**src/rtl/qif_synapse.sv**
```systemverilog
// qif_synapse: event FIFO feeding a saturating, periodically decaying synaptic current accumulator.
module qif_synapse #(
  parameter logic signed [7:0] W0 = 8'sd40,
  parameter logic signed [7:0] W1 = 8'sd20,
  parameter logic signed [7:0] W2 = -8'sd20,
  parameter logic signed [7:0] W3 = -8'sd40,
  parameter int unsigned DECAY_SHIFT = 3,
  parameter int unsigned DECAY_PERIOD = 4
) (
  input  logic              clk,
  input  logic              rst_n,
  input  logic              spike_valid,
  input  logic [1:0]        spike_idx,
  input  logic              freeze,
  output logic              spike_ready,
  output logic signed [7:0] I_syn,
  output logic [2:0]        fifo_count
);
  logic [1:0] mem_q [4];
  logic [1:0] wr_q, rd_q;
  logic [2:0] cnt_q, cnt_d;
  logic [9:0] pre_q, pre_d;
  logic signed [9:0] acc_q, acc_d, sh;
  logic signed [7:0] isyn_q, isyn_d, w;
  logic signed [11:0] dec, sum;
  logic push, pop, tick;
  assign spike_ready = !rst_n && cnt_q < 3'd4;
  assign I_syn = isyn_q;
  assign fifo_count = cnt_q;
  always_comb begin
    push = spike_valid && spike_ready;
    pop = !freeze && cnt_q != 3'd0;
    tick = !freeze && pre_q == 10'(DECAY_PERIOD - 1);
    cnt_d = cnt_q + 3'(push) - 3'(pop);
    pre_d = freeze ? pre_q : tick ? 10'd0 : pre_q + 10'd1;
    w = mem_q[rd_q] == 2'd0 ? W0 : mem_q[rd_q] == 2'd1 ? W1 : mem_q[rd_q] == 2'd2 ? W2 : W3;
    sh = acc_q >>> DECAY_SHIFT;
    // positive values always decay by at least one so they cannot stall above zero
    dec = !tick ? 12'sd0 : (acc_q > 10'sd0 && sh == 10'sd0) ? 12'sd1 : {{2{sh[9]}}, sh};
    sum = {{2{acc_q[9]}}, acc_q} - dec + (pop ? {{4{w[7]}}, w} : 12'sd0);
    acc_d = sum > 12'sd511 ? 10'sd511 : sum < -12'sd512 ? 10'sh200 : sum[9:0];
    isyn_d = freeze ? isyn_q : acc_q > 10'sd127 ? 8'sd127 : acc_q < -10'sd128 ? 8'sh80 : acc_q[7:0];
  end
  always_ff @(posedge clk) begin
    if (rst_n) begin
      wr_q <= '0;
      rd_q <= '0;
      cnt_q <= '0;
      pre_q <= '0;
      acc_q <= '0;
      isyn_q <= '0;
    end else begin
      if (push) begin
        mem_q[wr_q] <= spike_idx;
        wr_q <= wr_q + 2'd1;
      end
      if (pop) rd_q <= rd_q + 2'd1;
      cnt_q <= cnt_d;
      pre_q <= pre_d;
      acc_q <= acc_d;
      isyn_q <= isyn_d;
    end
  end
endmodule

```
**config.mk**
```make
export PLATFORM = sky130hd
export DESIGN_NAME = qif_synapse
export DESIGN_NICKNAME = d
export VERILOG_FILES = /design/src/rtl/qif_synapse.sv
export SDC_FILE = /design/constraint.sdc
export NUM_CORES = 1
export LEC_CHECK = 0
export BUFFER_PORTS_ARGS = -buffer_cell sky130_fd_sc_hd__buf_4
export CORE_ASPECT_RATIO = 1.4
export CORE_MARGIN = 10
export CORE_UTILIZATION = 46
export CTS_CLUSTER_SIZE = 14
export DETAILED_ROUTE_END_ITERATION = 6
export PLACE_DENSITY_LB_ADDON = 0.08
export SETUP_SLACK_MARGIN = 0.15
export SLEW_MARGIN = 40
export SYNTH_ARGS = -nofsm -noshare
export SYNTH_HDL_FRONTEND = slang
export SYNTH_SLANG_ARGS = --single-unit
```
**constraint.sdc**
```tcl
create_clock -name clk -period 7.6 [get_ports clk]
set_input_delay 0.38 -clock clk [delete_from_list [all_inputs] [get_ports clk]]
set_output_delay 0.38 -clock clk [all_outputs]
set_load 0.02 [all_outputs]
```
==> results.cfg <==
[worst_setup_path]
reg2reg_depth = 12
path_max_fanout = 8
required_ns = 7.76
crit_top_cell = ha_1
rrSetupSlack_ns = 3.61
crit_path_top_delay_cell = mux4_2
critPathMaxStageDelay_ns = 0.57
r2r-end = acc_q[3]
critical_path_arrival_ns = 4.15
worstSetupPathType = flip-flop to flip-flop
crit_path_start_kind = flip-flop
worstPathCellList = mux4_2 > ha_1 > or3_1 > fa_1 > inv_1 > ha_1 > a21o_4 > a2111oi_4 > or2_2 > nand4_1 > nand3_2 > o211ai_1
end_kind = flip-flop

[yosys]
yosys_warnings = 0
syn_area_um2 = 2810
yosysUniqueCellTypes = 56
syn_nets = 335
syn_avg_cell_area_um2 = 9.42
yosysSeqAreaShare_pct = 34.9
synth_seq_cells = 45
ys.flop_type = dfxtp_1
ys_async_sr_fraction_pct = 0
synthCells = 298
synth_edf_count = 8

[sta]
relSlewSlack_pct = 56.9
hold_violations = 0
fmax_mhz = 251
rsz0062_at_grt = no
finalMaxSlewViolations = 0
fin_setup_tns_ns = 0
finalCritPeriodShare_pct = 52.5
worst_pin_slew_ns = 0.641
finalSetupViolCount = 0
period_needed_ns = 3.99
fin_skew_ns = 0.00658

[clock_network]
clockBufferDepth = 2
cts_root_buf = clkbuf_8
cts_made_buffers = 5
cts_sinks = 45
clk_latency_ns = 0.29
cts_setup_buffers = 0
ctsHoldBuffers = 0
cts.clk_slew.worst_paths_ns = 0.08
htree_num_levels = 2
cts_tree = yes
ctsResizeCount = 0

[min_path]
min_delay_worst_endpoint = mem_q[0][1]
min_path_cells = 1
hp-class = input port to flip-flop
worstHoldStart = spike_idx[1]

[run]
cap_violations = 0

[drt]
vias = 2043
drtIter0Drc = 120
drt_pass1_iterations = 4
viasPerCell = 5.33
wl_um = 5570
wire_per_inst_um = 14.6
ant_nets = 0
drc = 0

[die]
dieArea_um2 = 9670
die_w_um = 86.0
start_util_pct = 47.6
die_h_um = 112
core_um2 = 5900
ios = 18
row_count = 33

[global_routing]
antenna_found_initial = 0
grt_max_degree = 26
grt_pass1_wl_um = 9570
overflow = 0
track_usage_pct = 11.9
grt_pass1_vias = 2052

[final_layout]
antennaDiodeCount = 0
layout.nets = 349
multiInputGateArea_um2 = 1640
area_delta_synth_final_pct = 9.58
regArea_um2 = 981
num-fill-cells = 577
layout-drive-gt1-share_pct = 14.1
final_util_pct = 52.1
fin_cells = 383
fin_area_um2 = 3080

[placed_design]
post-dp-hpwl_um = 4600
place_area_um2 = 2980
io_buffers = 17
dp.cells = 375
routabilityCongestion = 0.812

[outcome]
outcome = finished, final reports clean
-- layout by cell type, fill, tap and decap left out, drive strengths merged, types with 9 or more instances in the layout --
master	n
a21oi	9
buf	17
dfxtp	37
fa	10
ha	21
inv	39
nand2	23
nor2	28
o211ai	10
-- sequential cells by signal (all words and copies together), names as in the netlist, named ones only --
signal      count
I_syn           8
acc_q          10
fifo_count      3
mem_q           8
pre_q          10
rd_q            2
wr_q            2
-- per-layer routing --
metal | track usage [%] | up-vias | part of all wire, %
li1 | - | 1058 | -
met1 | 12.9 | 956 | 42
met2 | 22.1 | 22 | 54
met3 | 1.59 | 7 | 1.8
met4 | 5.18 | 0 | 2.0
met5 | 0 | - | 0
-- layout make-up --
| class | count | area share, % |
|---|---|---|
| clock inverters | 2 | 0.447 |
| multi-input cells | 204 | 53.2 |
| inverters | 39 | 4.76 |
| clock buffers | 6 | 2.68 |
| repair buffers | 17 | 4.15 |
| flip-flops and latches | 45 | 31.9 |
| well taps | 70 | 2.85 |
-- metrics by stage --
stage                     hold slack (ns)  setup WS (ns)
final                               0.298           3.61
after global routing                0.283           3.21
after CTS                           0.292           3.58
after detailed placement            0.471           3.61
after global placement              0.468           3.63
after floorplan                     0.466           3.90
-- cells by family (layout without fill, tap and decap cells) --
group,after synthesis,after routing,share of synthesized area (%)
AO/OA/AOI/OAI,55,55,17.0
XOR/XNOR,16,16,4.99
adder cells (fa/ha/maj),31,31,16.5
buffers and inverters,49,64,6.73
flip-flops,45,45,34.9
multiplexers,3,3,1.96
AND/OR/NAND/NOR,99,99,17.9
-- worst max path at each step --
stage	endpoint	slack [ns]
after floorplan	acc_q[9]	3.90
after global placement	acc_q[9]	3.63
after detailed placement	acc_q[9]	3.61
after CTS	acc_q[9]	3.58
after global routing	acc_q[6]	3.21
final	acc_q[3]	3.61
-- cell usage after synthesis (3+ instances only) --
cell	number	area share (%)
inv_1	39	5.2
dfxtp_1	37	26
nor2_1	28	3.7
nand2_1	23	3.1
ha_1	21	9.4
fa_1	10	7.1
a21oi_1	9	1.6
o211ai_1	9	2.4
and3_1	8	1.8
edfxtp_1	8	8.6
xnor2_1	8	2.5
xor2_1	8	2.5
a221oi_1	7	2.2
nand3_1	7	1.2
and2_1	6	1.3
clkbuf_1	6	0.80
nor3_1	6	1.1
buf_2	4	0.71
or2_2	4	0.89
nor2b_1	3	0.67
nor4_1	3	0.67
o21a_1	3	0.80
-- critical path: cells and delay by family, from the launching register on --
kind            cells  cell delay (ns)
fa+ha+maj           3             1.14
simple gates        4             0.99
compound gates      3             0.76
mux                 1             0.57
flops               1             0.38
buf+inv             1             0.04
Power is left out: the tool's default activity adds up to more than one toggle a clock period on the data nets, which glitch-free logic cannot reach.
